$ cat src/rtl/mastermind_core.sv
// Mastermind scoring core: holds a secret pattern, grades guesses into
// red (exact position) and white (colour-only) counts, tracks rounds and
// reports win/loss.
// Optional feature macro: MASTERMIND_ROUND_LIMIT_EN enables the lose-on-last-round
// rule; without it the round counter saturates and play continues until a win.
module mastermind_core #(
    parameter int unsigned NUM_PEGS   = 4,
    parameter int unsigned COLOR_W    = 3,
    parameter int unsigned MAX_ROUNDS = 10,
    localparam int unsigned CW        = $clog2(NUM_PEGS + 1),
    localparam int unsigned RW        = $clog2(MAX_ROUNDS + 1)
) (
    input  logic                        clock,
    input  logic                        reset,
    input  logic                        start_game,
    input  logic                        pattern_load,
    input  logic [NUM_PEGS*COLOR_W-1:0] pattern_in,
    input  logic                        grade_it,
    input  logic [NUM_PEGS*COLOR_W-1:0] guess,
    output logic [CW-1:0]               red,
    output logic [CW-1:0]               white,
    output logic                        fb_valid,
    output logic                        busy,
    output logic [RW-1:0]               round_number,
    output logic                        won,
    output logic                        lost
);

    localparam int unsigned NCOLORS = 1 << COLOR_W;
    localparam int unsigned PW      = NUM_PEGS * COLOR_W;

    typedef enum logic [2:0] {
        StIdle,
        StWaitGuess,
        StGrade,
        StWon,
        StLost
    } state_e;

    state_e             state_q;
    logic [PW-1:0]      pattern_q;
    logic [PW-1:0]      guess_q;
    // One extra bit so the counter can reach NCOLORS, marking the finish cycle.
    logic [COLOR_W:0]   color_q;
    logic [CW-1:0]      match_q;
    logic [CW-1:0]      red_q;
    logic [CW-1:0]      white_q;
    logic               fb_valid_q;
    logic [RW-1:0]      round_q;
    logic               won_q;
    logic               lost_q;

    logic [CW-1:0]      exact_cnt;
    logic [CW-1:0]      guess_cnt;
    logic [CW-1:0]      pattern_cnt;
    logic [CW-1:0]      color_min;
    logic [COLOR_W-1:0] cur_color;

    // Exact-position matches between the incoming guess and the stored pattern.
    always_comb begin
        exact_cnt = '0;
        for (int i = 0; i < NUM_PEGS; i++) begin
            if (guess[i*COLOR_W +: COLOR_W] == pattern_q[i*COLOR_W +: COLOR_W]) begin
                exact_cnt = exact_cnt + CW'(1);
            end
        end
    end

    // Occurrences of the current colour in guess and pattern; the smaller counts as matched.
    always_comb begin
        cur_color   = color_q[COLOR_W-1:0];
        guess_cnt   = '0;
        pattern_cnt = '0;
        for (int i = 0; i < NUM_PEGS; i++) begin
            if (guess_q[i*COLOR_W +: COLOR_W] == cur_color) begin
                guess_cnt = guess_cnt + CW'(1);
            end
            if (pattern_q[i*COLOR_W +: COLOR_W] == cur_color) begin
                pattern_cnt = pattern_cnt + CW'(1);
            end
        end
        color_min = (guess_cnt < pattern_cnt) ? guess_cnt : pattern_cnt;
    end

    // Game FSM with all outputs registered; start_game overrides every state.
    always_ff @(posedge clock) begin
        if (reset) begin
            state_q    <= StIdle;
            pattern_q  <= '0;
            guess_q    <= '0;
            color_q    <= '0;
            match_q    <= '0;
            red_q      <= '0;
            white_q    <= '0;
            fb_valid_q <= 1'b0;
            round_q    <= '0;
            won_q      <= 1'b0;
            lost_q     <= 1'b0;
        end else begin
            fb_valid_q <= 1'b0;
            if (start_game) begin
                if (state_q == StIdle && pattern_load) begin
                    pattern_q <= pattern_in;
                end
                state_q <= StWaitGuess;
                round_q <= RW'(1);
                won_q   <= 1'b0;
                lost_q  <= 1'b0;
                red_q   <= '0;
                white_q <= '0;
            end else begin
                case (state_q)
                    StIdle: begin
                        if (pattern_load) begin
                            pattern_q <= pattern_in;
                        end
                    end
                    StWaitGuess: begin
                        if (grade_it) begin
                            guess_q <= guess;
                            red_q   <= exact_cnt;
                            color_q <= '0;
                            match_q <= '0;
                            state_q <= StGrade;
                        end
                    end
                    StGrade: begin
                        if (color_q == (COLOR_W + 1)'(NCOLORS)) begin
                            // All colours accumulated: publish feedback and decide outcome.
                            white_q    <= match_q - red_q;
                            fb_valid_q <= 1'b1;
                            if (red_q == CW'(NUM_PEGS)) begin
                                won_q   <= 1'b1;
                                state_q <= StWon;
`ifdef MASTERMIND_ROUND_LIMIT_EN
                            end else if (round_q == RW'(MAX_ROUNDS)) begin
                                lost_q  <= 1'b1;
                                state_q <= StLost;
                            end else begin
                                round_q <= round_q + RW'(1);
                                state_q <= StWaitGuess;
                            end
`else
                            end else begin
                                if (round_q != RW'(MAX_ROUNDS)) begin
                                    round_q <= round_q + RW'(1);
                                end
                                state_q <= StWaitGuess;
                            end
`endif
                        end else begin
                            match_q <= match_q + color_min;
                            color_q <= color_q + (COLOR_W + 1)'(1);
                        end
                    end
                    StWon, StLost: begin
                        // Frozen until start_game or reset.
                    end
                    default: state_q <= StIdle;
                endcase
            end
        end
    end

    assign red          = red_q;
    assign white        = white_q;
    assign fb_valid     = fb_valid_q;
    assign busy         = (state_q == StGrade);
    assign round_number = round_q;
    assign won          = won_q;
    assign lost         = lost_q;

endmodule

$ cat config.mk
export PLATFORM = sky130hd
export DESIGN_NAME = mastermind_core
export DESIGN_NICKNAME = d
export VERILOG_FILES = /design/src/rtl/mastermind_core.sv
export SDC_FILE = /design/constraint.sdc
export NUM_CORES = 1
export LEC_CHECK = 0
export ABC_CLOCK_PERIOD_IN_PS = 5470
export CAP_MARGIN = 25
export CORE_MARGIN = 1.5
export CORE_UTILIZATION = 45
export CTS_BUF_LIST = sky130_fd_sc_hd__clkbuf_2 sky130_fd_sc_hd__clkbuf_4 sky130_fd_sc_hd__clkbuf_8
export DETAILED_ROUTE_END_ITERATION = 8
export PLACE_DENSITY_LB_ADDON = 0.15
export SLEW_MARGIN = 40
export SYNTH_ARGS = -nofsm -noshare
export SYNTH_HDL_FRONTEND = slang
export SYNTH_SLANG_ARGS = --single-unit
export TNS_END_PERCENT = 20
$ cat constraint.sdc
create_clock -name clock -period 5.47 [get_ports clock]
set_input_delay 0.547 -clock clock [delete_from_list [all_inputs] [get_ports clock]]
set_output_delay 0.547 -clock clock [all_outputs]
set_load 0.005 [all_outputs]
== Word level (Yosys, flattened, before mapping) ==
Cells that the tools add are included.
Cells by class
  reduce and logical (&&, ||, !) cells: 21
  multiplexer cells: 34
  bitwise operators: 4
  order comparisons: 1
  equal/unequal tests: 27
  add/subtract/negate cells: 13
Operator list (number)
  $mux W12: 4
  $mux W3: 14
  $eq A3 B3 Y1: 12
  $add A3 B1 Y3 const B: 9
  $reduce_and A3 Y1: 5
  $reduce_and A4 Y1: 3
  $reduce_bool A2 Y1: 6
  $mux W1: 10
  $pmux W3 S3: 1
  $add A4 B1 Y4 const B: 2
  $mux W4: 2
  $pmux W4 S2: 1
  $eq A3 B2 Y1 const B: 2
  $eq A3 B3 Y1 const B: 2
  $ne A2 B1 Y1 const B: 3
  $ne A2 B2 Y1 const B: 3
  $pmux W3 S2: 1
  $reduce_or A3 Y1: 2
  $eq A4 B4 Y1 const B: 1
  $ne A4 B4 Y1 const B: 1
  $not A1 Y1: 4
  $reduce_and A2 Y1: 2
  $add A3 B3 Y3: 1
  $eq A3 B1 Y1 const B: 1
  other kinds (8): 8
Storage, ports and cells
  bits in registers: 46
  output and inout port bits: 14
  input port bits: 29

== Logic depth before layout (Yosys ltp) ==
Gate-level depths: netlist of run 1.
  word-level depth: 13
  mapped depth: 23

== Least setup slack after synthesis of run 1 ==
OpenSTA, ideal clock, no wires.
  kind: reg-to-reg
  from: register color_q[1]
  to: register match_q[2]
  clock period less this slack: 3.907 ns
  path slack: 1.563 ns
  stages on the path, launching flop included: 23
  buffers on the path: 1
  arrival: 3.779 ns
  library setup time: 0.128 ns
  cell sequence: dfxtp_1 -> buf_2 -> xnor2_1 -> and3_1 -> ha_1 -> or4_1 -> nand2_1 -> ha_1 -> nand2_1 -> xnor2_1 -> ha_1 -> inv_1 -> a21oi_1 -> a2bb2oi_1 -> a21oi_1 -> ha_1 -> fa_1 -> xor2_1 -> nand2_1 -> nand2_1 -> nand2_1 -> a32oi_1 -> nor2_1
On the way
  longest elaborated chain between the ends: 13
  elaborated cells on any way between the ends: 30
Ends and longest elaborated chain
  start, declared: RTL line 44  | logic [COLOR_W:0] color_q;
  start signal, assigned: RTL line 153  | color_q <= color_q + (COLOR_W + 1)'(1);
  $eq A3 B3 Y1, on equally long branches: RTL line 75, 78
  $mux W1, on equally long branches: RTL line 75, 78
  $add A3 B1 Y3, on equally long branches: RTL line 76, 79
  $mux W3, on equally long branches: RTL line 75, 78
  $add A3 B1 Y3, on equally long branches: RTL line 76, 79
  $mux W3, on equally long branches: RTL line 75, 78
  $add A3 B1 Y3, on equally long branches: RTL line 76, 79
  $mux W3, on equally long branches: RTL line 75, 78
  $lt A3 B3 Y1: RTL line 82  | color_min = (guess_cnt < pattern_cnt) ? guess_cnt : pattern_cnt;
  $mux W3: RTL line 82
  $add A3 B3 Y3: RTL line 152  | match_q <= match_q + color_min;
  $mux W3: RTL line 128  | if (color_q == (COLOR_W + 1)'(NCOLORS)) begin
  $pmux W3 S2: RTL line 112  | case (state_q)
  end signal, assigned: RTL line 152
  end, declared: RTL line 45  | logic [CW-1:0] match_q;
Several ways; a longest one is shown, not always the timed one. The select of a mux whose other input is x is not followed.
A chain may end at the register's enable or synchronous reset.

== Final worst setup path of run 1 ==
  from: register color_q[2]
  to: register match_q[2]
Same word-level chain as after synthesis.

==> impl_metrics.tcl, run 1 <==
set metrics [dict create \
    track_usage 0.189 \
    whs_endpoint "white[2]" \
    dpl.hpwl_um 4450 \
    row_count 28 \
    die_w_um 80.9 \
    clkPwrFrac 0.300 \
    reg2reg_to "match_q[2]" \
    crit_buf_inv 1 \
    leakage_nw 1.34 \
    synth_cell_types 42 \
    post_cts.repair.setup_buffers 0 \
    clockBufferDepth 2 \
    busiest_layer "met2" \
    routed_wl_um 5680 \
    hold_violations 0 \
    num-fill-cells 590 \
    cpPeakStageDelay_ps 690 \
    required_ps 5660 \
    relSlewSlack 0.586 \
    maxCapViolCount 0 \
    core_area_um2 5890 \
    ios 43 \
    rsz0062_at_grt "no" \
    worst_hold_path_type "flip-flop to flip-flop" \
    setup_ws_ps 1110 \
    path_clk_slew_ps 90 \
    switching_share 0.299 \
    htree_levels 2 \
    dp_cells 444 \
    intPower_mw 0.574 \
    cp-start-kind "flip-flop" \
    netlist_top_cells_area "dfxtp_1 33%, ha_1 9.6%, nand2_1 9.5%" \
    worstPathArrival_ps 4550 \
    nets 428 \
    finalSetupTns_ps 0 \
    clock_sinks 45 \
    syn_nets 393 \
    crit_chain "xnor2_1 > and3_1 > ha_1 > or4_1 > nand2_1 > ha_1 > nand2_1 > xnor2_1 > ha_1 > inv_1 > a21oi_1 > a2bb2oi_1 > a21oi_1 > ha_1 > fa_1 > xor2_1 > nand2_1 > nand2_1 > nand2_1 > a32oi_1 > nor2_1" \
    ys_warn_count 0 \
    min_period_ps 4360 \
    gp_congestion 0.768 \
    root_buffer "clkbuf_8" \
    grt_pass1_vias 2084 \
    switchingPower_mw 0.245 \
    drive_gt1_frac 0.0372 \
    ctsHoldBuffers 0 \
    hp-start "white[2]" \
    routedWlPerCell_um 12.6 \
    ys_ff_latch 45 \
    die_y_um 80.9 \
    vdd_drop_max_uv 114 \
    tightest_slew_ps 616 \
    cts_tree "built" \
    use_met2 0.288 \
    critPathKind "flip-flop to flip-flop" \
    cts_resized 0 \
    hold_depth 2 \
    dieArea_um2 6540 \
    reg2reg_depth 21 \
    crit_family "adder cells" \
    syn_area_um2 2730 \
    grt_max_degree 35 \
    setup_viol 0 \
    vias 2276 \
    r2r_start "color_q[2]" \
    ant_nets 0 \
    synthArstFlopShare 0 \
    crit_start "color_q[2]" \
    crit_path_end_kind "flip-flop" \
    synth_cells 341 \
    power_mw 0.819 \
    seq_power_share 0.427 \
    synth_top_area_cell "dfxtp_1" \
    gr-usage-met1 0.267 \
    io_buffers 41 \
    worstSkewPairLatency_ps 300 \
    critPathMaxFanout 12 \
    synth_common_cells "69 x nand2_1, 45 x dfxtp_1, 36 x a21oi_1, 24 x nor2_1, 24 x xnor2_1" \
    synth_ff_type "dfxtp_1" \
    whs_ps 460 \
    fmax_mhz 229 \
    firstDrtPassIters 4 \
    fin_crit_sh 0.798 \
    syn_area_per_cell_um2 8.00 \
    antennaDiodeCount 0 \
    first_iter_violations 82 \
    synth_top_area_frac 0.330 \
    finalClockSkew_ps 8.10 \
    start_util 0.464 \
    area_delta_synth_final_pct 20.1 \
    preCtsSetupSlack_ps 1110 \
    cts_buffers 5 \
    vias_per_cell 5.05 \
    final_cell_area_um2 3280 \
    drc_errors 0 \
    comb_power_share 0.273 \
    grt_util_met3 0.0393 \
    post-route-util 0.557 \
    yosysSeqAreaShare 0.330 \
    grt_pass1_wl_um 9550 \
    slew_violations 0 \
    power_density_nw_per_um2 250 \
    r2r_setup_slack_ps 1110 \
    yosysMostFrequentCell "nand2_1" \
    overflow 0 \
    antenna_found_initial 0 \
    synth_edf_count 0 \
    status "finished clean" \
    layoutNonFillerInstCount 451 \
    slowest_stage "dfxtp_1" \
    cp_common_cell "nand2_1" \
    placed_cell_area_um2 3170 \
]
==> power groups by stage <==
stage | sequential (mW) | combinational, mW | clock (mW)
after CTS | 0.350 | 0.227 | 0.251
after global placement | 0.357 | 0.220 | 0
after global routing | 0.352 | 0.255 | 0.264
after detailed placement | 0.358 | 0.224 | 0
after floorplan | 0.354 | 0.165 | 0
final | 0.350 | 0.224 | 0.246
==> routing by layer <==
| metal | routed length (um) | share of wire |
|---|---|---|
| met4 | 52 | 0.0092 |
| met1 | 2880 | 0.51 |
| met5 | 0 | 0 |
| met2 | 2570 | 0.45 |
| met3 | 176 | 0.031 |
==> layout make-up <==
type	count	area [um^2]	share of cell area
Clock buffer	5	68.8	0.0210
Clock inverter	2	35.0	0.0107
Inverter	21	78.8	0.0240
Multi-Input combinational cell	261	1680	0.513
Sequential cell	45	901	0.275
Tap cell	75	93.8	0.0286
Timing Repair Buffer	42	418	0.127
==> worst register-to-register path, cell delays in order, from the launching register on <==
cell and delay (ps):
dfxtp_1 690, xnor2_1 140, and3_1 210, ha_1 320
or4_1 580, nand2_1 100, ha_1 140, nand2_1 60
xnor2_1 220, ha_1 260, inv_1 70, a21oi_1 90
a2bb2oi_1 140, a21oi_1 60, ha_1 200, fa_1 370
xor2_1 180, nand2_1 90, nand2_1 70, nand2_1 60
a32oi_1 180, nor2_1 50
==> layout by cell type, fill, tap and decap left out, drive strengths merged, types with 2 or more instances in the layout <==
cell type,synthesis,routed
nand2,69,69
dfxtp,45,45
clkdlybuf4s50,0,41
a21oi,36,36
xnor2,24,24
nor2,24,24
xor2,23,23
inv,21,21
ha,21,21
nand3,8,8
nor3,7,7
o21ai,6,6
mux2i,5,5
clkbuf,10,5
a211oi,4,4
a22oi,3,3
or2,3,3
a311oi,3,3
and3,2,2
or3,2,2
and2,2,2
a32oi,2,2
nand4,2,2
fa,2,2
==> registers in the layout, indices dropped and copies added, names as in the netlist <==
register	count
guess_q	12
pattern_q	12
color_q	4
round_number	4
match_q	3
red	3
white	3
state_q	2
fb_valid	1
won	1
==> cell families after synthesis <==
group,Yosys count,share of synthesized area
simple gates,124,0.198
compound gates,61,0.136
xor+xnor,47,0.151
flops,45,0.330
buf+inv,35,0.0541
fa+ha+maj,23,0.111
mux,5,0.0183
other cells,1,0.00137
==> how the worst max path moves through the flow <==
stage	depth (start not counted)	end	slack, ps
2_1_floorplan	22	match_q[2]	1560
3_3_place_gp	21	match_q[2]	1280
3_5_place_dp	21	match_q[2]	1110
4_1_cts	21	match_q[2]	1080
5_1_grt	20	match_q[2]	760
6_report	21	match_q[2]	1110
Note: power is estimated with default switching activity, not from simulation.
==> run 2: changes to the inputs <==
--- a/config.mk
+++ b/config.mk
@@ -5,7 +5,7 @@
 export SDC_FILE = /design/constraint.sdc
 export NUM_CORES = 1
 export LEC_CHECK = 0
-export ABC_CLOCK_PERIOD_IN_PS = 5470
+export ABC_CLOCK_PERIOD_IN_PS = 3630
 export CAP_MARGIN = 25
 export CORE_MARGIN = 1.5
 export CORE_UTILIZATION = 45
==> constraint.sdc (replaced) <==
create_clock -name clock -period 3.63 [get_ports clock]
set_input_delay 0.363 -clock clock [delete_from_list [all_inputs] [get_ports clock]]
set_output_delay 0.363 -clock clock [all_outputs]
set_load 0.005 [all_outputs]
==> impl_metrics.tcl, run 2 (synthesis gave the netlist of run 1 again) <==
set metrics [dict create \
    status "finished with violations" \
    violations "negative setup slack" \
    drc_errors 0 \
    crit_family "adder cells" \
    leakage_nw 1.45 \
    grt_pass1_wl_um 10300 \
    rsz0062_at_grt "yes" \
    clock_sinks 45 \
    worstSkewPairLatency_ps 300 \
    ios 43 \
    cts_buffers 5 \
    first_iter_violations 99 \
    final_common_cell "nand2_1" \
    gp_congestion 0.806 \
    preCtsSetupSlack_ps -188 \
    reg.largest.list "guess_q (12), pattern_q (12)" \
    min_period_ps 3680 \
    dpl.hpwl_um 4700 \
    crit_buf_inv 1 \
    fmax_mhz 272 \
    grt_pass1_vias 2318 \
    power_density_nw_per_um2 354 \
    tightest_slew_ps 610 \
    switchingPower_mw 0.398 \
    clkPwrFrac 0.247 \
    path_clk_slew_ps 90 \
    slowest_stage "or4_4" \
    critPathMaxFanout 6 \
    grt_max_degree 35 \
    start_util 0.464 \
    setup_viol 1 \
    finalClockSkew_ps 6.08 \
    row_count 28 \
    required_ps 3810 \
    io_buffers 41 \
    worst_hold_path_type "flip-flop to flip-flop" \
    maxCapViolCount 0 \
    vias_per_cell 4.99 \
    fin_crit_sh 1.01 \
    dieArea_um2 6540 \
    cpPeakStageDelay_ps 430 \
    setup_ws_ps -50.6 \
    crit_chain "xnor2_1 > and3_1 > ha_1 > or4_4 > nand2_2 > ha_1 > nand2_2 > xnor2_2 > ha_1 > inv_2 > a21oi_2 > a2bb2oi_1 > a21oi_1 > ha_2 > fa_2 > xor2_1 > nand2_1 > nand2_1 > nand2_1 > a32oi_1 > nor2_1" \
    comb_power_share 0.332 \
    routed_wl_um 6010 \
    vias 2354 \
    hold_violations 0 \
    switching_share 0.320 \
    root_buffer "clkbuf_8" \
    clockBufferDepth 2 \
    ctsHoldBuffers 0 \
    drive_gt1_frac 0.139 \
    ant_nets 0 \
    worstPathArrival_ps 3860 \
    crit_path_end_kind "flip-flop" \
    htree_levels 2 \
    cts_tree "built" \
    critPathKind "flip-flop to flip-flop" \
    routedWlPerCell_um 12.7 \
    finalSetupTns_ps -50.6 \
    power_mw 1.24 \
    track_usage 0.200 \
    core_area_um2 5890 \
    firstDrtPassIters 4 \
    vdd_drop_max_uv 228 \
    nets 448 \
    antennaDiodeCount 0 \
    final_cell_mix "67 x nand2_1, 42 x dfxtp_1, 41 x clkdlybuf4s50_1" \
    slew_violations 0 \
    antenna_found_initial 0 \
    cp-start-kind "flip-flop" \
    relSlewSlack 0.590 \
    seq_power_share 0.421 \
    die_w_um 80.9 \
    die_y_um 80.9 \
    overflow 0 \
    intPower_mw 0.846 \
    area_delta_synth_final_pct 28.7 \
]
-- run 2: changes by cell type in the layout (fill, tap and decap cells not counted), sizes merged --
cell / delta
buf: +20
clkinvlp: +1
clkinv: +1
bufinv: -1
-- run 2: per-layer routing --
metal	global-route usage	wire length (um)
met1	0.270	3020
met2	0.326	2760
met3	0.0382	164
met4	0.0552	61
met5	0	0
-- run 2: through the flow --
stage                     std cells  hold slack (ps)  instance area [um^2]   util
final                           472              455                  3510  0.597
after floorplan                 341              448                  2760      -
after global placement          463              444                  3330  0.567
after global routing            472              495                  3510  0.597
after CTS                       471              459                  3460  0.588
after detailed placement        463              446                  3330  0.567
-- run 2: area by class of cell --
| class | count | area, um^2 |
|---|---|---|
| fill | 546 | 2370 |
| multi-input combinational | 261 | 1770 |
| sequential | 45 | 912 |
| timing repair buffer | 62 | 568 |
| tap | 75 | 93.8 |
| inverter | 21 | 78.8 |
| clock buffer | 5 | 68.8 |
| clock inverter | 3 | 17.5 |
-- run 2: path summary, 6_finish.rpt --
kind / from / slack, ps / cells past startpoint / endpoint
min reg2reg: white[2] / 450 / 2 / white[2]
max reg2reg: color_q[2] / -50 / 21 / match_q[2]
min: white[2] / 450 / 2 / white[2]
max: color_q[2] / -50 / 21 / match_q[2]
-- run 2: repair_timing --
item	CTS	global route
pin swaps	3	3
buffers inserted	0	1
resized for setup	10	8
setup endpoints to repair	2	2
hold endpoints to repair	0	0
-- run 2: power by group through the flow --
stage / registers, mW / logic, mW / clock network [mW]
after floorplan: 0.533 / 0.262 / 0
after global placement: 0.537 / 0.377 / 0
after detailed placement: 0.537 / 0.387 / 0
after CTS: 0.524 / 0.407 / 0.315
after global routing: 0.525 / 0.476 / 0.335
final: 0.523 / 0.413 / 0.308
-- run 2: worst register-to-register path, cell delays in order (launching register included) --
cell	delay (ps)
dfxtp_4	380
xnor2_1	130
and3_1	200
ha_1	290
or4_4	430
nand2_2	80
ha_1	150
nand2_2	60
xnor2_2	150
ha_1	290
inv_2	70
a21oi_2	60
a2bb2oi_1	150
a21oi_1	60
ha_2	190
fa_2	330
xor2_1	140
nand2_1	80
nand2_1	70
nand2_1	50
a32oi_1	160
nor2_1	50
==> run 3: changes to the inputs <==
--- a/config.mk
+++ b/config.mk
@@ -5,7 +5,7 @@
 export SDC_FILE = /design/constraint.sdc
 export NUM_CORES = 1
 export LEC_CHECK = 0
-export ABC_CLOCK_PERIOD_IN_PS = 3630
+export ABC_CLOCK_PERIOD_IN_PS = 4700
 export CAP_MARGIN = 25
 export CORE_MARGIN = 1.5
 export CORE_UTILIZATION = 45
==> constraint.sdc (replaced) <==
create_clock -name clock -period 4.7 [get_ports clock]
set_input_delay 0.47 -clock clock [delete_from_list [all_inputs] [get_ports clock]]
set_output_delay 0.47 -clock clock [all_outputs]
set_load 0.005 [all_outputs]
==> impl_metrics.tcl, run 3 (synthesis gave the netlist of run 1 again) <==
set metrics [dict create \
    start_util 0.464 \
    num-fill-cells 603 \
    slew_violations 0 \
    worstPathArrival_ps 4360 \
    tightest_slew_ps 619 \
    htree_levels 2 \
    grt_pass1_vias 2095 \
    clockBufferDepth 2 \
    crit_start "color_q[2]" \
    cts_buffers 5 \
    fmax_mhz 240 \
    finalClockSkew_ps 11.7 \
    dpl.hpwl_um 4400 \
    multiInputGateArea_um2 1680 \
    vias 2255 \
    overflow 0 \
    reg2reg_to "match_q[2]" \
    critPathKind "flip-flop to flip-flop" \
    setup_viol 0 \
    rsz0062_at_grt "no" \
    grt_max_degree 35 \
    post_cts.repair.setup_buffers 0 \
    critPathMaxFanout 12 \
    vdd_drop_max_uv 141 \
    power_density_nw_per_um2 280 \
    first_iter_violations 144 \
    status "finished clean" \
    drive_gt1_frac 0.0477 \
    routedWlPerCell_um 12.5 \
    hp-start "white[2]" \
    crit_path_end_kind "flip-flop" \
    ios 43 \
    cp-start-kind "flip-flop" \
    required_ps 4890 \
    final_cell_mix "69 x nand2_1, 42 x dfxtp_1, 41 x clkdlybuf4s50_1" \
    final_common_cell "nand2_1" \
    root_buffer "clkbuf_8" \
    leakage_nw 1.32 \
    relSlewSlack 0.584 \
    gp_congestion 0.768 \
    io_buffers 41 \
    die_w_um 80.9 \
    path_clk_slew_ps 90 \
    area_delta_synth_final_pct 19.8 \
    vias_per_cell 4.99 \
    dp_cells 444 \
    ant_nets 0 \
    finalSetupTns_ps 0 \
    drc_errors 0 \
    min_period_ps 4170 \
    row_count 28 \
    antennaDiodeCount 0 \
    worstSkewPairLatency_ps 310 \
    clock_sinks 45 \
    reg.largest.list "guess_q (12), pattern_q (12)" \
    grt_pass1_wl_um 9630 \
    reg2reg_depth 21 \
    hold_violations 0 \
    nets 428 \
    routed_wl_um 5630 \
    fin_crit_sh 0.887 \
    layoutNonFillerInstCount 452 \
    antenna_found_initial 0 \
    die_y_um 80.9 \
    firstDrtPassIters 4 \
    track_usage 0.189 \
    core_area_um2 5890 \
    r2r_start "color_q[2]" \
    cts_tree "built" \
    worstSetupEndpoint "match_q[2]" \
    ff_latch_area_um2 905 \
    r2r_setup_slack_ps 530 \
    dieArea_um2 6540 \
    worst_hold_path_type "flip-flop to flip-flop" \
    maxCapViolCount 0 \
]
-- run 3: power by group --
group          internal, mW  total (mW)  switching [mW]
clock network         0.111       0.248           0.138
registers             0.393       0.407          0.0139
logic                 0.121       0.260           0.139
total                 0.625       0.915           0.290
-- run 3: worst min-delay path by stage --
stage | slack (ps) | end | cells after the start
after floorplan | 450 | guess_q[10] | 2
after global placement | 450 | white[2] | 2
after detailed placement | 450 | white[2] | 2
after CTS | 460 | white[2] | 2
after global routing | 490 | guess_q[8] | 2
final | 460 | white[2] | 2
-- run 3: timing repair --
item / 4_1_cts / 5_1_grt
setup endpoints to repair: 0 / 1
gates resized for setup: 0 / 3
hold buffers: 0 / 0
-- run 3: metal layers --
| layer | global-route usage | routed length [um] |
|---|---|---|
| met1 | 0.270 | 2870 |
| met2 | 0.291 | 2540 |
| met3 | 0.0393 | 165 |
| met4 | 0.0466 | 60 |
| met5 | 0 | 0 |
-- run 3: cell type report --
cell class,instances,area share
clock buffers,6,0.0233
inverters,21,0.0241
clock inverters,2,0.00459
multi-input cells,261,0.515
flip-flops and latches,45,0.277
well taps,75,0.0287
repair buffers,42,0.128
-- run 3: stage by stage --
step                area, um^2  hold slack (ps)  total power, mW  setup WS (ps)  utilization
finish                    3270              458            0.915            530        0.555
global route              3270              487            0.981            162        0.555
CTS                       3260              461            0.927            316        0.554
detailed placement        3170              448            0.677            342        0.539
global placement          3170              447            0.671            511        0.539
floorplan                 2730              448            0.604            793            -
-- run 3: critical path, stage by stage (launching register included) --
cell	delay [ps]
dfxtp_2	520
xnor2_1	110
and3_1	200
ha_1	330
or4_1	580
nand2_1	100
ha_1	140
nand2_1	60
xnor2_1	220
ha_1	270
inv_1	70
a21oi_1	90
a2bb2oi_1	140
a21oi_1	60
ha_1	200
fa_1	370
xor2_1	170
nand2_1	80
nand2_1	60
nand2_1	50
a32oi_1	190
nor2_1	60
